File: config.mk
export PLATFORM = sky130hd
export DESIGN_NAME = id_ex_stage_flat
export DESIGN_NICKNAME = d
export VERILOG_FILES = /design/src/rtl/id_ex_stage_if.sv /design/src/rtl/id_ex_stage.sv /design/src/flat_wrapper.sv
export SDC_FILE = /design/constraint.sdc
export NUM_CORES = 1
export LEC_CHECK = 0
export CORE_AREA = 2 2 134 136
export CTS_CLUSTER_DIAMETER = 30
export DETAILED_ROUTE_END_ITERATION = 7
export DIE_AREA = 0 0 136 138
export DONT_BUFFER_PORTS = 1
export REMOVE_ABC_BUFFERS = 1
export SYNTH_ARGS = -nofsm -noshare
export SYNTH_HDL_FRONTEND = slang
export SYNTH_SLANG_ARGS = --single-unit
export TNS_END_PERCENT = 20
File: constraint.sdc
create_clock -name clk -period 10.35 [get_ports clk]
set_input_delay 1.5525 -clock clk [delete_from_list [all_inputs] [get_ports clk]]
set_output_delay 1.5525 -clock clk [all_outputs]
set_load 0.01 [all_outputs]
File: src/rtl/id_ex_stage_if.sv
// ID/EX stage bus: decoder fields and regfile data into the stage, the registered EX bundle,
// the stall back to ID and the stall counter out of it.
interface id_ex_stage_if;
    logic        id_valid;
    logic [31:0] id_pc;
    logic [4:0]  rs1_addr;
    logic [4:0]  rs2_addr;
    logic [4:0]  rd_addr;
    logic        rd_wren;
    logic        branch;
    logic        jump;
    logic        op_a_sel;
    logic        op_b_sel;
    logic        mem_wren;
    logic        is_load;
    logic [3:0]  alu_op;
    logic [2:0]  br_op;
    logic [3:0]  ld_op;
    logic [31:0] imm;
    logic [31:0] rs1_data;
    logic [31:0] rs2_data;
    logic        flush;

    logic        id_stall;
    logic        ex_valid;
    logic [31:0] ex_pc;
    logic [31:0] ex_imm;
    logic [31:0] ex_rs1_data;
    logic [31:0] ex_rs2_data;
    logic [4:0]  ex_rd_addr;
    logic        ex_rd_wren;
    logic        ex_branch;
    logic        ex_jump;
    logic        ex_op_a_sel;
    logic        ex_op_b_sel;
    logic        ex_mem_wren;
    logic        ex_is_load;
    logic [3:0]  ex_alu_op;
    logic [2:0]  ex_br_op;
    logic [3:0]  ex_ld_op;
    logic [31:0] perf_stall_cnt;

    modport master (
        output id_valid, id_pc, rs1_addr, rs2_addr, rd_addr, rd_wren, branch, jump,
               op_a_sel, op_b_sel, mem_wren, is_load, alu_op, br_op, ld_op, imm,
               rs1_data, rs2_data, flush,
        input  id_stall, ex_valid, ex_pc, ex_imm, ex_rs1_data, ex_rs2_data, ex_rd_addr,
               ex_rd_wren, ex_branch, ex_jump, ex_op_a_sel, ex_op_b_sel, ex_mem_wren,
               ex_is_load, ex_alu_op, ex_br_op, ex_ld_op, perf_stall_cnt
    );

    modport slave (
        input  id_valid, id_pc, rs1_addr, rs2_addr, rd_addr, rd_wren, branch, jump,
               op_a_sel, op_b_sel, mem_wren, is_load, alu_op, br_op, ld_op, imm,
               rs1_data, rs2_data, flush,
        output id_stall, ex_valid, ex_pc, ex_imm, ex_rs1_data, ex_rs2_data, ex_rd_addr,
               ex_rd_wren, ex_branch, ex_jump, ex_op_a_sel, ex_op_b_sel, ex_mem_wren,
               ex_is_load, ex_alu_op, ex_br_op, ex_ld_op, perf_stall_cnt
    );
endinterface

File: src/rtl/id_ex_stage.sv
// ID/EX pipeline register for the non-forwarding RV32I pipeline, with the RAW hazard
// scoreboard that stalls ID until a producer's result is readable from the regfile.
module id_ex_stage #(
    parameter int unsigned HAZ_DEPTH = 3  // 3 without regfile write-through, 2 with it
) (
    input logic          clk,
    input logic          rst,
    id_ex_stage_if.slave bus
);
    typedef struct packed {
        logic       v;
        logic [4:0] rd;
    } sb_entry_t;

    typedef struct packed {
        logic [31:0] pc;
        logic [31:0] imm;
        logic [31:0] rs1_data;
        logic [31:0] rs2_data;
        logic [4:0]  rd_addr;
        logic        rd_wren;
        logic        branch;
        logic        jump;
        logic        op_a_sel;
        logic        op_b_sel;
        logic        mem_wren;
        logic        is_load;
        logic [3:0]  alu_op;
        logic [2:0]  br_op;
        logic [3:0]  ld_op;
    } ex_t;

    // Entry 0 tracks the instruction currently in EX; higher entries are older.
    sb_entry_t [HAZ_DEPTH-1:0] sb_q, sb_d;
    ex_t                       ex_q, ex_d;
    logic                      ex_valid_q, ex_valid_d;
    logic [31:0]               perf_stall_cnt_q, perf_stall_cnt_d;
    logic                      hazard;
    logic                      id_stall;
    logic                      issue;

    // RAW detect against every in-flight destination; x0 is never a dependency.
    always_comb begin
        logic match;
        match = 1'b0;
        for (int unsigned k = 0; k < HAZ_DEPTH; k++) begin
            if (sb_q[k].v) begin
                if ((bus.rs1_addr != 5'd0) && (sb_q[k].rd == bus.rs1_addr)) match = 1'b1;
                if ((bus.rs2_addr != 5'd0) && (sb_q[k].rd == bus.rs2_addr)) match = 1'b1;
            end
        end
        hazard   = bus.id_valid && match;
        id_stall = hazard && !bus.flush;
        issue    = bus.id_valid && !hazard && !bus.flush;
    end

    // Next EX bundle, scoreboard shift and saturating stall counter.
    always_comb begin
        ex_d       = '0;
        ex_valid_d = 1'b0;
        sb_d       = '0;
        if (issue) begin
            ex_valid_d    = 1'b1;
            ex_d.pc       = bus.id_pc;
            ex_d.imm      = bus.imm;
            ex_d.rs1_data = bus.rs1_data;
            ex_d.rs2_data = bus.rs2_data;
            ex_d.rd_addr  = bus.rd_addr;
            ex_d.rd_wren  = bus.rd_wren;
            ex_d.branch   = bus.branch;
            ex_d.jump     = bus.jump;
            ex_d.op_a_sel = bus.op_a_sel;
            ex_d.op_b_sel = bus.op_b_sel;
            ex_d.mem_wren = bus.mem_wren;
            ex_d.is_load  = bus.is_load;
            ex_d.alu_op   = bus.alu_op;
            ex_d.br_op    = bus.br_op;
            ex_d.ld_op    = bus.ld_op;
        end
        // Older entries keep moving even on flush: they precede the branch and complete.
        for (int unsigned k = 1; k < HAZ_DEPTH; k++) begin
            sb_d[k] = sb_q[k-1];
        end
        if (issue && bus.rd_wren && (bus.rd_addr != 5'd0)) begin
            sb_d[0].v  = 1'b1;
            sb_d[0].rd = bus.rd_addr;
        end
        perf_stall_cnt_d = perf_stall_cnt_q;
        if (id_stall && (perf_stall_cnt_q != 32'hFFFF_FFFF)) begin
            perf_stall_cnt_d = perf_stall_cnt_q + 32'd1;
        end
    end

    // State registers; reset clears everything asynchronously.
    always_ff @(posedge clk or posedge rst) begin
        if (rst) begin
            sb_q             <= '0;
            ex_q             <= '0;
            ex_valid_q       <= 1'b0;
            perf_stall_cnt_q <= '0;
        end else begin
            sb_q             <= sb_d;
            ex_q             <= ex_d;
            ex_valid_q       <= ex_valid_d;
            perf_stall_cnt_q <= perf_stall_cnt_d;
        end
    end

    assign bus.id_stall       = id_stall;
    assign bus.ex_valid       = ex_valid_q;
    assign bus.ex_pc          = ex_q.pc;
    assign bus.ex_imm         = ex_q.imm;
    assign bus.ex_rs1_data    = ex_q.rs1_data;
    assign bus.ex_rs2_data    = ex_q.rs2_data;
    assign bus.ex_rd_addr     = ex_q.rd_addr;
    assign bus.ex_rd_wren     = ex_q.rd_wren;
    assign bus.ex_branch      = ex_q.branch;
    assign bus.ex_jump        = ex_q.jump;
    assign bus.ex_op_a_sel    = ex_q.op_a_sel;
    assign bus.ex_op_b_sel    = ex_q.op_b_sel;
    assign bus.ex_mem_wren    = ex_q.mem_wren;
    assign bus.ex_is_load     = ex_q.is_load;
    assign bus.ex_alu_op      = ex_q.alu_op;
    assign bus.ex_br_op       = ex_q.br_op;
    assign bus.ex_ld_op       = ex_q.ld_op;
    assign bus.perf_stall_cnt = perf_stall_cnt_q;
endmodule

File: src/flat_wrapper.sv
// flat-port wrapper written by rule: the top's interface ports become plain ports
module id_ex_stage_flat 
#(
    parameter int unsigned HAZ_DEPTH = 3                                               
)
  (clk, rst, bus_id_valid, bus_id_pc, bus_rs1_addr, bus_rs2_addr, bus_rd_addr, bus_rd_wren, bus_branch, bus_jump, bus_op_a_sel, bus_op_b_sel, bus_mem_wren, bus_is_load, bus_alu_op, bus_br_op, bus_ld_op, bus_imm, bus_rs1_data, bus_rs2_data, bus_flush, bus_id_stall, bus_ex_valid, bus_ex_pc, bus_ex_imm, bus_ex_rs1_data, bus_ex_rs2_data, bus_ex_rd_addr, bus_ex_rd_wren, bus_ex_branch, bus_ex_jump, bus_ex_op_a_sel, bus_ex_op_b_sel, bus_ex_mem_wren, bus_ex_is_load, bus_ex_alu_op, bus_ex_br_op, bus_ex_ld_op, bus_perf_stall_cnt);
  id_ex_stage_if bus_i ();
  input logic clk;
  input logic rst;
  input wire logic [$bits(bus_i.id_valid)-1:0] bus_id_valid;
  input wire logic [$bits(bus_i.id_pc)-1:0] bus_id_pc;
  input wire logic [$bits(bus_i.rs1_addr)-1:0] bus_rs1_addr;
  input wire logic [$bits(bus_i.rs2_addr)-1:0] bus_rs2_addr;
  input wire logic [$bits(bus_i.rd_addr)-1:0] bus_rd_addr;
  input wire logic [$bits(bus_i.rd_wren)-1:0] bus_rd_wren;
  input wire logic [$bits(bus_i.branch)-1:0] bus_branch;
  input wire logic [$bits(bus_i.jump)-1:0] bus_jump;
  input wire logic [$bits(bus_i.op_a_sel)-1:0] bus_op_a_sel;
  input wire logic [$bits(bus_i.op_b_sel)-1:0] bus_op_b_sel;
  input wire logic [$bits(bus_i.mem_wren)-1:0] bus_mem_wren;
  input wire logic [$bits(bus_i.is_load)-1:0] bus_is_load;
  input wire logic [$bits(bus_i.alu_op)-1:0] bus_alu_op;
  input wire logic [$bits(bus_i.br_op)-1:0] bus_br_op;
  input wire logic [$bits(bus_i.ld_op)-1:0] bus_ld_op;
  input wire logic [$bits(bus_i.imm)-1:0] bus_imm;
  input wire logic [$bits(bus_i.rs1_data)-1:0] bus_rs1_data;
  input wire logic [$bits(bus_i.rs2_data)-1:0] bus_rs2_data;
  input wire logic [$bits(bus_i.flush)-1:0] bus_flush;
  output wire logic [$bits(bus_i.id_stall)-1:0] bus_id_stall;
  output wire logic [$bits(bus_i.ex_valid)-1:0] bus_ex_valid;
  output wire logic [$bits(bus_i.ex_pc)-1:0] bus_ex_pc;
  output wire logic [$bits(bus_i.ex_imm)-1:0] bus_ex_imm;
  output wire logic [$bits(bus_i.ex_rs1_data)-1:0] bus_ex_rs1_data;
  output wire logic [$bits(bus_i.ex_rs2_data)-1:0] bus_ex_rs2_data;
  output wire logic [$bits(bus_i.ex_rd_addr)-1:0] bus_ex_rd_addr;
  output wire logic [$bits(bus_i.ex_rd_wren)-1:0] bus_ex_rd_wren;
  output wire logic [$bits(bus_i.ex_branch)-1:0] bus_ex_branch;
  output wire logic [$bits(bus_i.ex_jump)-1:0] bus_ex_jump;
  output wire logic [$bits(bus_i.ex_op_a_sel)-1:0] bus_ex_op_a_sel;
  output wire logic [$bits(bus_i.ex_op_b_sel)-1:0] bus_ex_op_b_sel;
  output wire logic [$bits(bus_i.ex_mem_wren)-1:0] bus_ex_mem_wren;
  output wire logic [$bits(bus_i.ex_is_load)-1:0] bus_ex_is_load;
  output wire logic [$bits(bus_i.ex_alu_op)-1:0] bus_ex_alu_op;
  output wire logic [$bits(bus_i.ex_br_op)-1:0] bus_ex_br_op;
  output wire logic [$bits(bus_i.ex_ld_op)-1:0] bus_ex_ld_op;
  output wire logic [$bits(bus_i.perf_stall_cnt)-1:0] bus_perf_stall_cnt;
  assign bus_i.id_valid = bus_id_valid;
  assign bus_i.id_pc = bus_id_pc;
  assign bus_i.rs1_addr = bus_rs1_addr;
  assign bus_i.rs2_addr = bus_rs2_addr;
  assign bus_i.rd_addr = bus_rd_addr;
  assign bus_i.rd_wren = bus_rd_wren;
  assign bus_i.branch = bus_branch;
  assign bus_i.jump = bus_jump;
  assign bus_i.op_a_sel = bus_op_a_sel;
  assign bus_i.op_b_sel = bus_op_b_sel;
  assign bus_i.mem_wren = bus_mem_wren;
  assign bus_i.is_load = bus_is_load;
  assign bus_i.alu_op = bus_alu_op;
  assign bus_i.br_op = bus_br_op;
  assign bus_i.ld_op = bus_ld_op;
  assign bus_i.imm = bus_imm;
  assign bus_i.rs1_data = bus_rs1_data;
  assign bus_i.rs2_data = bus_rs2_data;
  assign bus_i.flush = bus_flush;
  assign bus_id_stall = bus_i.id_stall;
  assign bus_ex_valid = bus_i.ex_valid;
  assign bus_ex_pc = bus_i.ex_pc;
  assign bus_ex_imm = bus_i.ex_imm;
  assign bus_ex_rs1_data = bus_i.ex_rs1_data;
  assign bus_ex_rs2_data = bus_i.ex_rs2_data;
  assign bus_ex_rd_addr = bus_i.ex_rd_addr;
  assign bus_ex_rd_wren = bus_i.ex_rd_wren;
  assign bus_ex_branch = bus_i.ex_branch;
  assign bus_ex_jump = bus_i.ex_jump;
  assign bus_ex_op_a_sel = bus_i.ex_op_a_sel;
  assign bus_ex_op_b_sel = bus_i.ex_op_b_sel;
  assign bus_ex_mem_wren = bus_i.ex_mem_wren;
  assign bus_ex_is_load = bus_i.ex_is_load;
  assign bus_ex_alu_op = bus_i.ex_alu_op;
  assign bus_ex_br_op = bus_i.ex_br_op;
  assign bus_ex_ld_op = bus_i.ex_ld_op;
  assign bus_perf_stall_cnt = bus_i.perf_stall_cnt;
  id_ex_stage #(.HAZ_DEPTH(HAZ_DEPTH)) u_core (.clk(clk), .rst(rst), .bus(bus_i));
endmodule
==> results of run 1 <==
[flip-flops by register name (all words and copies together) (netlist names)]
name                       cells
u_core.bus.ex_jump             1
u_core.bus.ex_ld_op            4
u_core.bus.ex_is_load          1
u_core.bus.perf_stall_cnt     32
u_core.sb_q                    6
u_core.bus.ex_br_op            3
u_core.bus.ex_rs2_data        32
u_core.bus.ex_rs1_data        32
u_core.bus.ex_valid            1
u_core.bus.ex_op_b_sel         1
u_core.sb_d                   12
u_core.bus.ex_imm             32
u_core.bus.ex_pc              32
u_core.bus.ex_mem_wren         1
u_core.bus.ex_rd_addr          5
u_core.bus.ex_branch           1
u_core.bus.ex_rd_wren          1
u_core.bus.ex_op_a_sel         1
u_core.bus.ex_alu_op           4
[layer usage]
layer / vias up / wire (um) / global-route usage [%]
met5: - / 27 / 0
met3: 38 / 2017 / 9.718
met4: 4 / 394 / 7.072
met1: 1994 / 5914 / 19.51
li1: 1790 / - / -
met2: 226 / 8543 / 29.28
[cells in the mapped netlist, drive strengths merged (2+ instances only)]
library cell	count	share of area, %
and2	153	13
and3	9	0.77
and4	2	0.24
buf	19	1.7
clkbuf	3	0.15
dfrtp	202	69
inv	8	0.41
nand2	15	0.77
nand2b	2	0.17
nand3	12	0.83
nand4	8	0.69
nor2	15	0.77
nor3	10	0.69
nor4	6	0.52
o211ai	6	0.69
o22ai	3	0.26
or3	2	0.17
or4	5	0.62
xnor2	44	5.3
xor2	17	2.0
[power by group through the flow]
stage | Combinational (uW) | Clock, uW | Sequential [uW]
final | 55.7 | 1220 | 850
after detailed placement | 58.0 | 0 | 863
after global placement | 54.6 | 0 | 864
after CTS | 57.6 | 1240 | 851
after global routing | 65.0 | 1290 | 853
after floorplan | 45.2 | 0 | 855
[cell families after synthesis]
group,synth area share [%]
simple gates,19.58
buf+inv,2.269
compound gates,1.186
flops,69.45
fa+ha+maj,0.1719
xor+xnor,7.341
[area by class of cell]
type                       instances  area, sq um  share of cell area (%)
tap                              229        286.5                   3.267
sequential                       202         5055                   57.64
timing repair buffer               2        15.01                  0.1712
clock inverter                    21        234.0                   2.668
multi-input combinational        314         2061                   23.50
clock buffer                      47         1079                   12.30
antenna                            1        2.502                 0.02853
inverter                           8        37.54                  0.4280
[metrics by stage]
step / hold slack, ns / std cells
floorplan: 0.3527 / 524
global placement: 0.3803 / 755
detailed placement: 0.3896 / 755
CTS: 0.4070 / 823
global route: 0.4186 / 824
finish: 0.4043 / 824
[final timing paths]
check / start / to / cells after the start
hold / removal: u_core.sb_d[17] / u_core.sb_q[17] / 0
max in group asynchronous: rst / u_core.bus.perf_stall_cnt[13] / 2
min in group asynchronous: rst / u_core.bus.ex_imm[9] / 1
hold reg to reg: u_core.sb_d[17] / u_core.sb_q[17] / 0
setup / recovery: bus_rs1_addr[1] / bus_id_stall / 5
setup reg to reg: u_core.sb_d[16] / u_core.sb_d[11] / 8
[worst max-delay path, stage by stage]
cell	delay, ns
sky130_fd_sc_hd__or4_4	0.54
sky130_fd_sc_hd__o211ai_1	0.18
sky130_fd_sc_hd__o22ai_1	0.10
sky130_fd_sc_hd__a222oi_1	0.68
sky130_fd_sc_hd__nor2_1	0.18
[cells in the final DEF (no fill, tap or decap), drive strengths merged]
cell type  instances
a222oi             1
and2             153
and2b              1
and3               9
and4               2
buf                2
bufinv             3
clkbuf            47
clkinv             6
clkinvlp           7
dfrtp            202
diode              1
ha                 1
inv               13
nand2             15
nand2b             2
nand3             12
nand4              8
nor2              15
nor3              10
nor4               6
o211ai             6
o21a               1
o22ai              3
or2                1
or3                2
or4                5
xnor2             44
xor2              17
==> metrics.txt, run 1 <==
fraction of power consumed by sequential logic=between 30% and 40%; Critical Setup Path Class=input port to output port; Setup WS post-layout=5.567 ns; maxcap violations=0; Layout Skew=around 0.011 ns; buffers inserted during post-CTS setup optimization=0; worst-case vdd ir drop=~0.12 mV; Clock Pin Slew Worst Setup and Hold Paths=0.05 ns; overall fraction of global-route tracks in use=17.96%; area growth from synthesis to layout=20.49%; PnR Total Power=2129 uW; YS warnings=0; number of global-route vias before repair=around 4500; number of slew-limit violations in the final report=0; worst slew margin relative to its limit=a little under a quarter; switching power summed over all nets=roughly 470 uW; Clock Sink Count=~200; first-pass GRT wire length=between 20000 and 30000 um; count of endpoints failing setup in the final report=0; number of routed nets with antenna violations=0; pin count of the biggest net entering global routing=~160; half-perimeter wire length after detailed placement=between 10000 and 15000 um; capturing element type of the critical path=output port; CTS H-Tree Depth=2; final routed DRC violation total=0; Worst Hold Class=flop to flop; summed area of non-filler cells in the final layout=approximately 0.009 sq mm; register bit count reported by yosys=about 200; result of the run=finished, final reports clean; initial core utilization=41.51%; crit start category=input port; core region area=0.01753 sq mm; last weighted congestion value of the routability-driven placer=approximately 0.84; share of async-settable or async-resettable flops after synthesis=100.0%; # IOs=between 300 and 400; Synth Instances=around 550; share of total power in the clock network=between 50 and 60%; antenna violations before repair=3; combinational share of power=2.6%; post-CTS resize count=0; maximum clock rate=about 210 MHz; Die Width=between 100 and 150 um; number of distinct library cells after synthesis=29; WL/cell=approximately 21 um; final design utilization=around 50%; Final Critical Period=4.783 ns; Pwr per Cell Area=around 240 mW/mm^2; reg-to-reg setup timing slack=7.29 ns; pre-CTS WS=roughly 5.6 ns; leakage component of the power=0.004207 uW; switching part of the total=between 20% and 30%; worst path required time=a little under 9 ns; most common flop cell mapped by yosys=sky130_fd_sc_hd__dfrtp_1; signal arrival time at the worst endpoint=3.23 ns; row count=just under 50; violation count after the first detailed-routing iteration=about 160; number of vias in the routed layout=a little over 4000; clock tree root driver cell=sky130_fd_sc_hd__clkbuf_16; area of placed instances=around 0.0075 sq mm; Longest Clk Path Bufs=3; fraction of the yosys area taken by sequential cells=about 69%; count of final hold-check violations=0; number of nets in the layout=732; die outline height=around 140 um; layout cells sized above 1=between 10% and 20%; filler cell count in the final layout=around 1500; unrepaired setup endpoints after global routing=false; Vias/cell=a little under 5; Internal=1663 uW; hold buffers post-CTS=0; Post-Synthesis Mean Instance Area=about 13 sq um; sum of routed wire length over all layers=between 15000 and 20000 um; combined area of all synthesized cells=a little over 0.007 sq mm; worst-skew pair later-pin latency=a little under 0.5 ns; peak fanout along the critical path=5; detailed-router iteration count before antenna repair=4; floorplan die area=about 0.019 sq mm; number of buffers added on ports=0; CTS Buf Count=38; EDFF count, synth=0; overall overflow remaining after global route=0; final total negative setup slack=0 ns; slew of the pin with the lowest slew margin=1.152 ns; final worst path period share=46.22%; clock tree from TritonCTS=yes
(Power assumes the default switching activity.)
==> run 2: changes to the inputs <==
==> constraint.sdc (replaced) <==
create_clock -name clk -period 3.91 [get_ports clk]
set_input_delay 0.5865 -clock clk [delete_from_list [all_inputs] [get_ports clk]]
set_output_delay 0.5865 -clock clk [all_outputs]
set_load 0.01 [all_outputs]
==> metrics.txt, run 2 (synthesis gave the netlist of run 1 again) <==
result of the run=finished, final reports clean; number of routed nets with antenna violations=0; first-pass GRT wire length=approximately 26000 um; ordered cell list for the critical path=or4_4, o211ai_1, o22ai_1, a222oi_1, nor2_1; commonest non-fill, non-tap cell in the layout=sky130_fd_sc_hd__dfrtp_1; overall fraction of global-route tracks in use=a little under a fifth; overall overflow remaining after global route=0; row count=49; final total negative setup slack=0 ns; final design utilization=around half; reg-to-reg setup timing slack=between 1 and 1.5 ns; floorplan die area=around 0.019 sq mm; sequential standard cell area=about 0.005 sq mm; leakage component of the power=around 0.0042 uW; switching power summed over all nets=between 1000 and 1500 uW; Clock Pin Slew Worst Setup and Hold Paths=roughly 0.050 ns; unrepaired setup endpoints after global routing=false; CTS Buf Count=35; combinational share of power=roughly 2.7%; clock tree from TritonCTS=yes; endpoint of the lowest-slack register-to-register path=u_core.bus.perf_stall_cnt[17]; violation count after the first detailed-routing iteration=approximately 190; peak fanout along the critical path=5; number of vias in the routed layout=between 4000 and 5000; die outline height=approximately 140 um; commonest non-fill, non-tap cells in the layout=sky130_fd_sc_hd__dfrtp_1, sky130_fd_sc_hd__and2_1, sky130_fd_sc_hd__xnor2_1; Critical Setup Path Class=input port to output port; Final Critical Period=about 2.9 ns; CTS H-Tree Depth=2; # IOs=350; last weighted congestion value of the routability-driven placer=0.8297; Worst Hold Class=input port to async pin; fraction of power consumed by sequential logic=approximately 41%; half-perimeter wire length after detailed placement=between 10000 and 15000 um; worst-case vdd ir drop=~0.30 mV; Layout Skew=0.01297 ns; count of final hold-check violations=0; switching part of the total=21.55%; post-CTS resize count=0; RR Startpoint=u_core.bus.perf_stall_cnt[9]; hold buffers post-CTS=0; worst-skew pair later-pin latency=a little under 0.5 ns; maxcap violations=0; area growth from synthesis to layout=19.48%; sum of routed wire length over all layers=around 17000 um; WL/cell=20.72 um; maximum clock rate=between 300 and 400 MHz; number of buffers added on ports=0; final routed DRC violation total=0; pre-CTS WS=slightly below 0.8 ns; initial core utilization=between 40% and 50%; share of total power in the clock network=56.1%; slew of the pin with the lowest slew margin=1.042 ns; Clock Sink Count=just over 200; filler cell count in the final layout=around 1500; cell at the slowest stage of the critical path=sky130_fd_sc_hd__a222oi_1; worst slew margin relative to its limit=between 30% and 40%; worst path required time=3.32 ns; buffers inserted during post-CTS setup optimization=0; clock tree root driver cell=sky130_fd_sc_hd__clkbuf_16; largest incremental delay on the critical path=between 0.6 and 0.7 ns; crit start category=input port; count of endpoints failing setup in the final report=0; number of global-route vias before repair=4433; core region area=~0.018 sq mm; number of nets in the layout=approximately 730; pin count of the biggest net entering global routing=~150; antenna violations before repair=2; signal arrival time at the worst endpoint=approximately 2.3 ns; Vias/cell=around 4.9; final worst path period share=73.55%; Multi-input gate area=0.002061 sq mm; detailed-router iteration count before antenna repair=4; number of slew-limit violations in the final report=0; Die Width=136 um; Pwr per Cell Area=approximately 630 mW/mm^2; Setup WS post-layout=1.034 ns; Longest Clk Path Bufs=3; Internal=about 4300 uW; capturing element type of the critical path=output port; logic depth of the worst register-to-register path=7; layout cells sized above 1=a little under an eighth
[run 2: final cells by class]
| cell class | count | area share, % |
|---|---|---|
| flip-flops and latches | 202 | 58.13 |
| multi-input cells | 314 | 23.70 |
| clock buffers | 45 | 11.31 |
| well taps | 229 | 3.295 |
| clock inverters | 18 | 2.619 |
| repair buffers | 4 | 0.4892 |
| inverters | 8 | 0.4317 |
| diodes | 1 | 0.02878 |
[run 2: stage by stage]
stage | hold slack [ns] | total power (uW) | cells | instance area, sq um
2_1_floorplan | 0.3527 | 2384 | 524 | 7143
3_3_place_gp | 0.3719 | 2435 | 757 | 7482
3_5_place_dp | 0.3820 | 2440 | 757 | 7482
4_1_cts | 0.2045 | 5521 | 820 | 8693
5_1_grt | 0.1923 | 5668 | 821 | 8696
6_report | 0.07242 | 5463 | 821 | 8696
[run 2: worst max-delay path, delay by kind of cell]
family,cells,cell delay [ns]
AOI/OAI and AO/OA,3,0.97
and+or+nand+nor,2,0.74
[run 2: worst max path at each step]
stage	start	end	cells past startpoint	slack, ns
6_report	bus_rs1_addr[1]	bus_id_stall	5	1.03
5_1_grt	u_core.bus.perf_stall_cnt[9]	u_core.bus.perf_stall_cnt[31]	7	0.89
4_1_cts	bus_rs1_addr[1]	bus_id_stall	5	1.07
3_5_place_dp	bus_rs1_addr[1]	u_core.bus.ex_imm[12]	7	0.79
3_3_place_gp	bus_rs1_addr[1]	u_core.bus.ex_imm[12]	7	0.83
2_1_floorplan	rst	u_core.bus.ex_alu_op[0]	1	-2.19
[run 2: power by group through the flow]
stage / Clock (uW) / Sequential (uW) / Combinational (uW)
global route: 3240 / 2260 / 174
CTS: 3110 / 2250 / 155
finish: 3060 / 2250 / 150
global placement: 0 / 2290 / 148
floorplan: 0 / 2260 / 120
detailed placement: 0 / 2280 / 156
[run 2: metal layers]
metal,routed length (um),GRT usage (%),up-vias
met5,13,0,-
met4,312,4.989,2
met3,2371,11.33,29
met2,8750,30.47,216
met1,5560,18.59,2016
li1,-,-,1793
==> RTL change, RTL diff (config.mk and constraints of run 2) <==
Make the reset (`rst`) synchronous in one clocked block. Comments in the files are not updated.
--- a/src/rtl/id_ex_stage.sv
+++ b/src/rtl/id_ex_stage.sv
@@ -93,5 +93,5 @@
 
     // State registers; reset clears everything asynchronously.
-    always_ff @(posedge clk or posedge rst) begin
+    always_ff @(posedge clk) begin
         if (rst) begin
             sb_q             <= '0;
Check against the original RTL: differs if rst is asserted again (counterexample within 4 cycles, from zero or initial values and one cycle with rst high); with rst held inactive, the same outputs for 10 cycles.
==> RTL change against run 2 <==
- setup slack got worse by 0.19 ns
- fmax is 6.2% lower
- power shrank 0.30%
- sequential cell count is the same
- area after synthesis fell by 8.7%
- wire length shrank 3.0%
- combinational power shrank 48%
- synthesized cell count rose by 13%
- design area fell by 6.4%
- clock power grew 5%
- utilization shrank 3.2 points
==> RTL change: results (changes against run 2) <==
.. list-table::
   :header-rows: 1

   * - Metric
     - Value
   * - Async set-or-reset flop fraction in the synthesized netlist
     - 0 (-1.00)
   * - Maximum number of pins on one net before global-route repair
     - 156 (+3.3%)
   * - Initial DRC Count
     - 175 (-5.9%)
   * - Vias in the first global route
     - 4575 (+3.2%)
   * - Total instance count after detailed placement
     - 817 (+7.9%)
   * - Number of nets at the end of the flow
     - 793 (+8.5%)
   * - Cell count of the worst hold path
     - 1
   * - Largest clock skew in the final design
     - 0.0205 ns (+0.00749 ns)
   * - Endpoint of the worst-slack reg-to-reg timing path
     - u_core.bus.perf_stall_cnt[10]
   * - CTS clock-pin slew for the worst setup and hold paths
     - 0.04 ns
   * - Outcome
     - complete, no violations
   * - Class of the tightest hold or removal check
     - in -> reg
   * - Peak ir drop on the vdd network
     - 0.000465 V (+56%)
   * - Remaining max-slew budget at the tightest pin
     - 0.506 (+0.200)
   * - Worst hold-check slack
     - 0.173 ns (+0.100 ns)
   * - Lkg Pwr
     - 3.14 nW (-25%)
   * - Fill cell total of the finished layout
     - 1629 (+5.8%)
   * - Reg-to-Reg Start
     - u_core.bus.perf_stall_cnt[21]
   * - Largest fanout on the critical path
     - 10 (+5)
   * - Ratio of cells with drive above 1 in the final layout
     - 0.118 (-0.000886)
   * - HPWL reported at the end of detailed placement
     - 11900 um (-2.8%)
   * - Fraction of power spent switching nets
     - 0.200 (-0.0152)
   * - Clock buffers created by TritonCTS
     - 37 (+5.7%)
   * - Global-route wire length before repair
     - 24800 um (-2.8%)
   * - Detailed-route vias per instance
     - 4.81 (-2.7%)
   * - RD Place Congestion
     - 0.858 (+3.4%)
   * - All-layer global routing usage
     - 0.169 (-0.0116)
   * - List of most frequent post-synthesis cells
     - sky130_fd_sc_hd__dfxtp_1 (202), sky130_fd_sc_hd__and2_1 (153), sky130_fd_sc_hd__xnor2_1 (44), sky130_fd_sc_hd__nor2_1 (30), sky130_fd_sc_hd__nor2b_1 (21)
   * - Most frequently used flop master after synthesis
     - sky130_fd_sc_hd__dfxtp_1
   * - Worst-case reg-to-reg path depth
     - 6 (-1)
   * - Top cells by area, synth
     - sky130_fd_sc_hd__dfxtp_1 (61%), sky130_fd_sc_hd__and2_1 (14%), sky130_fd_sc_hd__xnor2_1 (5.8%)
-- RTL change: cell families (layout without fill, tap and decap cells) --
logic type               Yosys count  in the layout  synth area share
other                              0              6                 0
XOR/XNOR                          45             45            0.0593
flip-flops                       202            202             0.609
adder cells (fa/ha/maj)            1              1           0.00188
AO/OA/AOI/OAI                     28             28            0.0284
AND/OR/NAND/NOR                  295            295             0.263
multiplexers                       9              9            0.0151
buffers and inverters             35             75            0.0239
-- RTL change: cell type report --
class,instances,area share
sequential,202,0.497
multi-input combinational,378,0.300
clock buffer,50,0.132
tap,229,0.0352
clock inverter,17,0.0275
timing repair buffer,3,0.00430
inverter,5,0.00231
antenna,6,0.00184
-- RTL change: power groups by stage --
| stage | logic, mW | registers (mW) | clock network [mW] |
|---|---|---|---|
| 3_5_place_dp | 0.0789 | 2.19 | 0 |
| 2_1_floorplan | 0.0628 | 2.18 | 0 |
| 4_1_cts | 0.0789 | 2.15 | 3.28 |
| 5_1_grt | 0.0879 | 2.15 | 3.39 |
| 3_3_place_gp | 0.0758 | 2.19 | 0 |
| 6_report | 0.0776 | 2.15 | 3.22 |
-- RTL change: how the worst max path moves through the flow --
stage | slack, ns | depth (start not counted) | startpoint | to
detailed placement | 0.76 | 8 | bus_rs1_addr[1] | u_core.sb_d[11]
CTS | 0.81 | 6 | bus_rs2_addr[0] | bus_id_stall
global route | 0.68 | 6 | bus_rs2_addr[0] | bus_id_stall
global placement | 0.80 | 8 | bus_rs2_addr[0] | u_core.sb_d[11]
finish | 0.84 | 6 | bus_rs2_addr[0] | bus_id_stall
floorplan | -1.17 | 7 | bus_rs2_addr[0] | u_core.sb_d[11]
-- RTL change: critical path, stage by stage --
cell	delay, ns
sky130_fd_sc_hd__or4_1	0.57
sky130_fd_sc_hd__o211ai_1	0.19
sky130_fd_sc_hd__o22ai_1	0.09
sky130_fd_sc_hd__a222oi_1	0.52
sky130_fd_sc_hd__or2_1	0.35
sky130_fd_sc_hd__inv_2	0.17
-- RTL change: per-layer routing --
| metal | GRT usage | share of wire | routed length (um) |
|---|---|---|---|
| met1 | 0.169 | 0.34 | 5690 |
| met2 | 0.282 | 0.51 | 8340 |
| met3 | 0.102 | 0.13 | 2160 |
| met4 | 0.0702 | 0.018 | 295 |
| met5 | 0 | 0.00079 | 13 |
-- RTL change: per-stage QoR --
step                      setup slack (ns)   util  instance area [sq um]  setup TNS [ns]  power, mW
after floorplan                      -1.17      -                   6500         -163.40       2.25
after global placement               0.801  0.389                   6830               0       2.27
after detailed placement             0.763  0.389                   6830               0       2.27
after CTS                            0.815  0.463                   8130               0       5.51
after global routing                 0.680  0.464                   8140               0       5.64
final                                0.844  0.464                   8140               0       5.45
